<file path="src/rtl/write_line_buffer_pkg.sv">
// Shared widths and FSM encoding for the write line buffer.
package write_line_buffer_pkg;
  localparam int WORD_W         = 64;
  localparam int LINE_W         = 512;
  localparam int WORDS_PER_LINE = 8;
  localparam int LINE_CNT_W     = 9;
  localparam int WORD_CNT_W     = 3;
  localparam int ENTRY_W        = LINE_W + 2;

  typedef enum logic [1:0] {
    ST_IDLE  = 2'd0,
    ST_RUN   = 2'd1,
    ST_DRAIN = 2'd2
  } state_t;
endpackage

</file>
<file path="src/rtl/write_line_buffer_fifo.sv">
// Synchronous line FIFO; a push into a full FIFO is taken only with a pop.
module line_fifo #(
  parameter int WIDTH = 514,
  parameter int DEPTH = 4
) (
  input  logic             clk,
  input  logic             rst,
  input  logic             i_push,
  input  logic [WIDTH-1:0] i_data,
  input  logic             i_pop,
  output logic [WIDTH-1:0] o_data,
  output logic             o_full,
  output logic             o_empty
);
  localparam int PTR_W = $clog2(DEPTH);
  localparam logic [PTR_W:0] FULL_CNT = (PTR_W+1)'(DEPTH);

  logic [WIDTH-1:0] r_mem [DEPTH];
  logic [PTR_W-1:0] r_wr_ptr;
  logic [PTR_W-1:0] r_rd_ptr;
  logic [PTR_W:0]   r_count;
  logic             w_push;
  logic             w_pop;

  assign o_full  = (r_count == FULL_CNT);
  assign o_empty = (r_count == '0);
  assign w_pop   = i_pop & ~o_empty;
  assign w_push  = i_push & (~o_full | w_pop);
  assign o_data  = r_mem[r_rd_ptr];

  always_ff @(posedge clk) begin
    if (rst) begin
      r_wr_ptr <= '0;
      r_rd_ptr <= '0;
      r_count  <= '0;
    end else begin
      if (w_push) r_wr_ptr <= r_wr_ptr + 1'b1;
      if (w_pop)  r_rd_ptr <= r_rd_ptr + 1'b1;
      unique case ({w_push, w_pop})
        2'b10:   r_count <= r_count + 1'b1;
        2'b01:   r_count <= r_count - 1'b1;
        default: r_count <= r_count;
      endcase
    end
  end

  // Storage needs no reset: the head is masked while empty.
  always_ff @(posedge clk) begin
    if (w_push) r_mem[r_wr_ptr] <= i_data;
  end
endmodule

</file>
<file path="src/rtl/write_line_buffer.sv">
// Packs 64-bit result words into 512-bit lines and queues them
module write_line_buffer
  import write_line_buffer_pkg::*;
#(
  parameter int DEPTH = 4
) (
  input  logic                  clk,
  input  logic                  rst,
  input  logic                  Start_i,
  input  logic [LINE_CNT_W-1:0] FrameLines_i,
  input  logic [WORD_W-1:0]     DataIn_i,
  input  logic                  DataValid_i,
  output logic                  DataReady_o,
  output logic [LINE_W-1:0]     WriteBuffer_o,
  output logic                  WriteReq_o,
  input  logic                  WriteAck_i,
  output logic                  First_o,
  output logic                  Last_o,
  output logic                  Busy_o
);
  localparam int BUF_W = LINE_W - WORD_W;

  state_t                r_state;
  logic [WORD_CNT_W-1:0] r_word_cnt;
  logic [LINE_CNT_W-1:0] r_line_cnt;
  logic [LINE_CNT_W-1:0] r_frame_lines;
  logic [BUF_W-1:0]      r_line_buf;

  logic               w_accept;
  logic               w_line_done;
  logic               w_first;
  logic               w_last;
  logic               w_full;
  logic               w_empty;
  logic               w_pop;
  logic [ENTRY_W-1:0] w_push_data;
  logic [ENTRY_W-1:0] w_head;

  assign DataReady_o = (r_state == ST_RUN)
                     & ~((r_word_cnt == 3'd7) & w_full);
  assign w_accept    = DataValid_i & DataReady_o;
  assign w_line_done = w_accept & (r_word_cnt == 3'd7);
  assign w_first     = (r_line_cnt == '0);
  assign w_last      = (r_line_cnt == r_frame_lines - 1'b1);
  // Word 7 bypasses the buffer and completes the line directly.
  assign w_push_data = {w_last, w_first, DataIn_i, r_line_buf};

  assign WriteReq_o    = ~w_empty;
  assign w_pop         = WriteReq_o & WriteAck_i;
  assign WriteBuffer_o = w_empty ? '0 : w_head[LINE_W-1:0];
  assign First_o       = ~w_empty & w_head[LINE_W];
  assign Last_o        = ~w_empty & w_head[LINE_W+1];
  assign Busy_o        = (r_state != ST_IDLE);

  line_fifo #(
    .WIDTH (ENTRY_W),
    .DEPTH (DEPTH)
  ) u_fifo (
    .clk     (clk),
    .rst     (rst),
    .i_push  (w_line_done),
    .i_data  (w_push_data),
    .i_pop   (w_pop),
    .o_data  (w_head),
    .o_full  (w_full),
    .o_empty (w_empty)
  );

  always_ff @(posedge clk) begin
    if (rst) begin
      r_state       <= ST_IDLE;
      r_word_cnt    <= '0;
      r_line_cnt    <= '0;
      r_frame_lines <= '0;
    end else begin
      unique case (r_state)
        ST_IDLE: begin
          if (Start_i && FrameLines_i != '0) begin
            r_frame_lines <= FrameLines_i;
            r_word_cnt    <= '0;
            r_line_cnt    <= '0;
            r_state       <= ST_RUN;
          end
        end
        ST_RUN: begin
          if (w_accept) r_word_cnt <= r_word_cnt + 1'b1;
          if (w_line_done) begin
            r_line_cnt <= r_line_cnt + 1'b1;
            if (w_last) r_state <= ST_DRAIN;
          end
        end
        ST_DRAIN: begin
          if (w_empty) r_state <= ST_IDLE;
        end
        default: r_state <= ST_IDLE;
      endcase
    end
  end

  always_ff @(posedge clk) begin
    if (rst) begin
      r_line_buf <= '0;
    end else begin
      for (int k = 0; k < WORDS_PER_LINE - 1; k++) begin
        if (w_accept && r_word_cnt == WORD_CNT_W'(k))
          r_line_buf[k*WORD_W +: WORD_W] <= DataIn_i;
      end
    end
  end
endmodule

</file>
<file path="config.mk">
export PLATFORM = sky130hd
export DESIGN_NAME = write_line_buffer
export DESIGN_NICKNAME = d
export VERILOG_FILES = /design/src/rtl/write_line_buffer_pkg.sv /design/src/rtl/write_line_buffer_fifo.sv /design/src/rtl/write_line_buffer.sv
export SDC_FILE = /design/constraint.sdc
export NUM_CORES = 2
export LEC_CHECK = 0
export ABC_CLOCK_PERIOD_IN_PS = 16950
export CORE_ASPECT_RATIO = 2
export CORE_UTILIZATION = 53
export DETAILED_ROUTE_END_ITERATION = 7
export PLACE_DENSITY = 0.75
export SYNTH_ARGS = -nofsm -noshare
export SYNTH_HDL_FRONTEND = slang
export SYNTH_SLANG_ARGS = --single-unit
</file>
<file path="constraint.sdc">
create_clock -name clk -period 16.95 [get_ports clk]
set_input_delay 3.39 -clock clk [delete_from_list [all_inputs] [get_ports clk]]
set_output_delay 3.39 -clock clk [all_outputs]
set_load 0.01 [all_outputs]
</file>
Yosys cells after proc, flatten, opt, wreduce, memory -nomap -nowiden
Memory sizes are Yosys's and may differ from the RTL's. A register that Yosys moved wholly into a read port is not among the register bits.
Index checks and enable logic that the tools add are counted.
Widths: inputs -> output; s select.
{"block": "word_totals", "regBits": 478, "mem_bits_rw": 2056, "in_bits": 78, "out_inout_bits": 517, "word_cells": 90, "n_memories": 1}
{"block": "op_classes", "addsub": 7, "n_eq_ne": 18, "muxes": 17, "n_bitwise": 13, "n_reduce_logical": 20}
{"memory": "u_fifo.r_mem", "words": 4, "width": 514, "read_ports": 1, "rd_clocked_by_memory_dff": 1, "wr": 1, "line_no": "write_line_buffer_fifo.sv:18", "text": "logic [WIDTH-1:0] r_mem [DEPTH];"}
{"cell": "$mux 512", "count": 1}
{"cell": "$mux 9", "count": 2}
{"cell": "$pmux 9 s2", "count": 1}
{"cell": "$eq 3x3->1 const B", "count": 5}
{"cell": "$mux 2", "count": 6}
{"cell": "$pmux 3 s2", "count": 2}
{"cell": "$add 9x1->9 const B", "count": 1}
{"cell": "$and 1x1->1", "count": 9}
{"cell": "$eq 9x9->1", "count": 1}
{"cell": "$logic_not 9->1", "count": 1}
{"cell": "$reduce_bool 9->1", "count": 1}
{"cell": "$sub 9x1->9 const B", "count": 1}
{"cell": "$logic_and 1x1->1", "count": 8}
{"cell": "$add 3x1->3 const B", "count": 2}
{"cell": "$eq 3x2->1 const B", "count": 2}
{"cell": "$logic_not 3->1", "count": 2}
{"cell": "$mux 3", "count": 2}
{"cell": "$ne 2x2->1 const B", "count": 3}
{"cell": "$pmux 2 s3", "count": 1}
{"cell": "$reduce_and 3->1", "count": 2}
{"cell": "$reduce_bool 2->1", "count": 3}
{"cell": "$add 2x1->2 const B", "count": 2}
{"cell": "$eq 2x1->1 const B", "count": 2}
{"cell": "$eq 2x2->1 const B", "count": 2}
{"cell": "other kinds (9)", "count": 13}

Depth between registers and ports, before layout
{"block": "logic_depth", "ltp_word": 9, "depth_mapped": 12, "depth_no_buf": 11}

Hierarchy
From an unflattened synthesis, not the netlist that was laid out.
{"block": "unflattened", "hier_cells": 5432, "hier_area_um2": 95380.2}
{"module": "line_fifo", "n_inst": 1, "cells_per_inst": 2738, "area_each_um2": 74676.6, "seq_area_each_um2": 61919.4}
{"module": "write_line_buffer", "n_inst": 1, "cells_per_inst": 2694, "area_each_um2": 20703.6, "seq_area_each_um2": 9429.0}

Worst setup path after synthesis
Ideal clock, no wire load.
{"block": "synth_path", "path_kind": "input-to-reg", "startpoint": "input port DataValid_i", "endpoint": "memory u_fifo.r_mem[0][0] (enable)", "setup_ns": 0.949, "arrival_ns": 15.558, "required_time_ns": 16.001, "path_slack_ns": 0.443, "cell_stages": 4, "cell_sequence": "and4_1 buf_2 buf_2 and2_1"}
{"block": "synth_between", "elab_chain_cells": 5}
{"element": "start, declared", "line_no": "write_line_buffer.sv:12", "text": "input logic DataValid_i,"}
{"element": "$and 1x1->1", "line_no": "write_line_buffer.sv:41", "text": "assign w_accept = DataValid_i & DataReady_o;"}
{"element": "$and 1x1->1", "line_no": "write_line_buffer.sv:42", "text": "assign w_line_done = w_accept & (r_word_cnt == 3'd7);"}
{"element": "$and 1x1->1", "line_no": "write_line_buffer_fifo.sv:28", "text": "assign w_push = i_push & (~o_full | w_pop);"}
{"element": "$mux 1", "line_no": "write_line_buffer_fifo.sv:49", "text": "if (w_push) r_mem[r_wr_ptr] <= i_data;"}
{"element": "$mux 1 (implied by the code)", "line_no": "write_line_buffer_fifo.sv:49"}
{"element": "end, declared", "line_no": "write_line_buffer_fifo.sv:18"}
Every way passes these cells.

==> qor.yml <==
logic_synthesis:
  syn_avg_cell_area_um2: 17.4
  ys.flop_type: "edfxtp_1"
  synth_cell_types: 42
  synth_edf_count: 2056
  synth_area_leaders: "edfxtp_1, mux4_2, dfxtp_1"
  yosysSeqAreaShare_pct: 75.7
  synth_top_area_share_pct: 65.5
  yosysMostFrequentCell: "edfxtp_1"
  synth_nets: 5512
  yosys.area.top_type: "edfxtp_1"
  ys_ff_latch: 2536
  synth_cells: 5419
  synthTopCellsByCount: "edfxtp_1, nand2_1, and2_1"
  yosys_warnings: 0
  synth-async-reset-ratio_pct: 0
  syn_area_mm2: 0.0943
final_layout:
  layout.nets: 6050
  final_layout_size_suffix_gt1_share_pct: 14.9
  area_growth_syn_to_layout_pct: 16.0
route:
  ant_nets: 0
  vias: 50200
  vias_per_cell: 5.96
  drt-initial-drc-count: 5116
  wl_um: 237000
  drt_pass1_iterations: 5
  drc: 0
  avgRoutedWirePerCell_um: 28.1
power_and_ir_drop:
  power_density_mw_per_mm2: 107
  vdd_drop_max_v: 0.000103
  p_total_mw: 11.7
  p_leak_nw: 36.3
cts:
  clock-sinks: 2536
  h-tree-depth: 4
  cts_hold_buf: 0
  cts_resized: 0
  cts_setup_buffers: 0
  clk_pin_slew_ns: 0.07
  cts_root_buf: "clkbuf_16"
  cts_buffer_depth: 4
  cts_made_buffers: 207
  cts_tree: "yes"
  clock_latency_ns: 0.86
place:
  gp_congestion: 0.777
  io_buffers: 594
  hpwl_um: 134000
timing:
  slew_headroom_pct: 8.00
  finalCritPeriodShare_pct: 54.5
  fin_crit_ns: 9.23
  finalSetupViolCount: 0
  rsz0062_at_grt: "false"
  hold_violations: 0
  totalNegativeSetupSlack_ns: 0
  fin_skew_ns: 0.0350
  finalMaxSlewViolations: 0
  worst_slew_pin_slew_ns: 1.38
  fmax_ghz: 0.108
critical_path:
  worstSetupStartpointType: "flip-flop"
  required_ns: 13.56
  endpoint_kind: "output port"
  worst-path-max-fanout: 72
  cp.arrival_ns: 5.84
  path_class: "reg2out"
grt:
  grtUsageTotal_pct: 26.4
  grt.overflow.total: 0
  use_met2_pct: 44.7
  grt_pass1_wl_um: 344000
  use_met3_pct: 5.18
  grt_busiest_layer: "met2"
  grt_pass1_vias: 50900
  gr-usage-met1_pct: 34.2
  antenna_found_initial: 13
  grt_max_degree: 193
hold_path:
  hold_class: "reg2reg"
floorplanning:
  fp.dieH_um: 599
  ioPinCount: 595
  coreArea_mm2: 0.176
  initial_utilization_pct: 53.4
  die_area_mm2: 0.180
  fp.dieW_um: 300
  rows: 218
job:
  maxCapViolCount: 0
run_status:
  status: "finished clean"
final cells by class:
cell class | count | area [µm²]
multi-input cells | 2543 | 21700
diodes | 2 | 5.00
repair buffers | 654 | 6540
inverters | 15 | 56.3
fillers | 12300 | 67000
clock buffers | 284 | 5790
flip-flops and latches | 2536 | 71400
well taps | 2310 | 2890
clock inverters | 93 | 1090
critical path: stages, from the launching register on:
cell	delay, ns
dfxtp_4	0.90
buf_4	0.85
buf_4	1.01
buf_4	0.96
mux4_2	0.36
and2_1	0.24
clkdlybuf4s50_1	0.58
cell families after synthesis:
kind of cell / count (synthesis) / share of synthesized area [%]
adder cells (fa/ha/maj): 15 / 0.207
flip-flops: 2536 / 75.7
AO/OA/AOI/OAI: 470 / 2.55
multiplexers: 521 / 12.4
buffers and inverters: 340 / 1.45
XOR/XNOR: 22 / 0.204
AND/OR/NAND/NOR: 1515 / 7.58
final timing paths:
path | startpoint | end | slack, ns | cells past startpoint
hold / removal | r_line_buf[321] | u_fifo.r_mem[2][321] | 0.47 | 0
setup reg to reg | r_word_cnt[2] | u_fifo.r_mem[3][285] | 11.43 | 7
setup / recovery | flip-flop | WriteBuffer_o[416] | 7.72 | 6
hold reg to reg | r_line_buf[321] | u_fifo.r_mem[2][321] | 0.47 | 0
cells in the final DEF, fill, tap and decap left out, types with 6 or more instances in the layout:
cell             instances
bufinv_16               23
edfxtp_1              2056
clkdlybuf4s50_1        593
inv_6                    6
clkinv_2                29
buf_12                  11
nor3_1                   6
clkbuf_8                17
clkbuf_16              214
a21oi_1                460
nor2_1                  35
xnor2_1                 11
and2_1                 517
clkinv_1                20
mux4_2                 514
ha_1                    14
buf_4                   49
mux2i_1                  7
dfxtp_1                478
inv_1                   15
clkinvlp_4              10
clkbuf_1                53
and3_4                   6
nand2_1                901
xor2_1                  11
layer usage:
| layer | share of wire [%] | vias up |
|---|---|---|
| met4 | 3.1 | 6 |
| met2 | 51 | 2388 |
| met1 | 37 | 26000 |
| met3 | 8.5 | 372 |
| met5 | 0.013 | - |
| li1 | - | 21500 |
sequential cells by signal, indices dropped and copies added (netlist names), named ones only:
signal	cells
r_word_cnt	3
u_fifo.r_wr_ptr	2
u_fifo.r_rd_ptr	2
u_fifo.r_mem	2056
r_line_buf	448
r_state	2
u_fifo.r_count	3
r_line_cnt	9
r_frame_lines	9
stage by stage:
step | worst slack, ns | cells | util, % | hold WS (ns) | cell area, µm²
6_report | 7.72 | 8437 | 62.0 | 0.468 | 109000
2_1_floorplan | 0.443 | 5419 | - | 0.460 | 94300
4_1_cts | 7.51 | 8435 | 62.0 | 0.472 | 109000
5_1_grt | 7.28 | 8437 | 62.0 | 0.498 | 109000
3_5_place_dp | 8.36 | 8058 | 58.1 | 0.483 | 103000
3_3_place_gp | 8.33 | 8058 | 58.1 | 0.465 | 103000
power by group:
part	leakage [nW]	total [mW]	switching, mW	internal (mW)
Sequential	25.1	6.67	0.0112	6.66
Clock	3.35	4.91	2.16	2.75
Combinational	7.77	0.134	0.102	0.0324
Note: power is estimated with default switching activity, not from simulation.
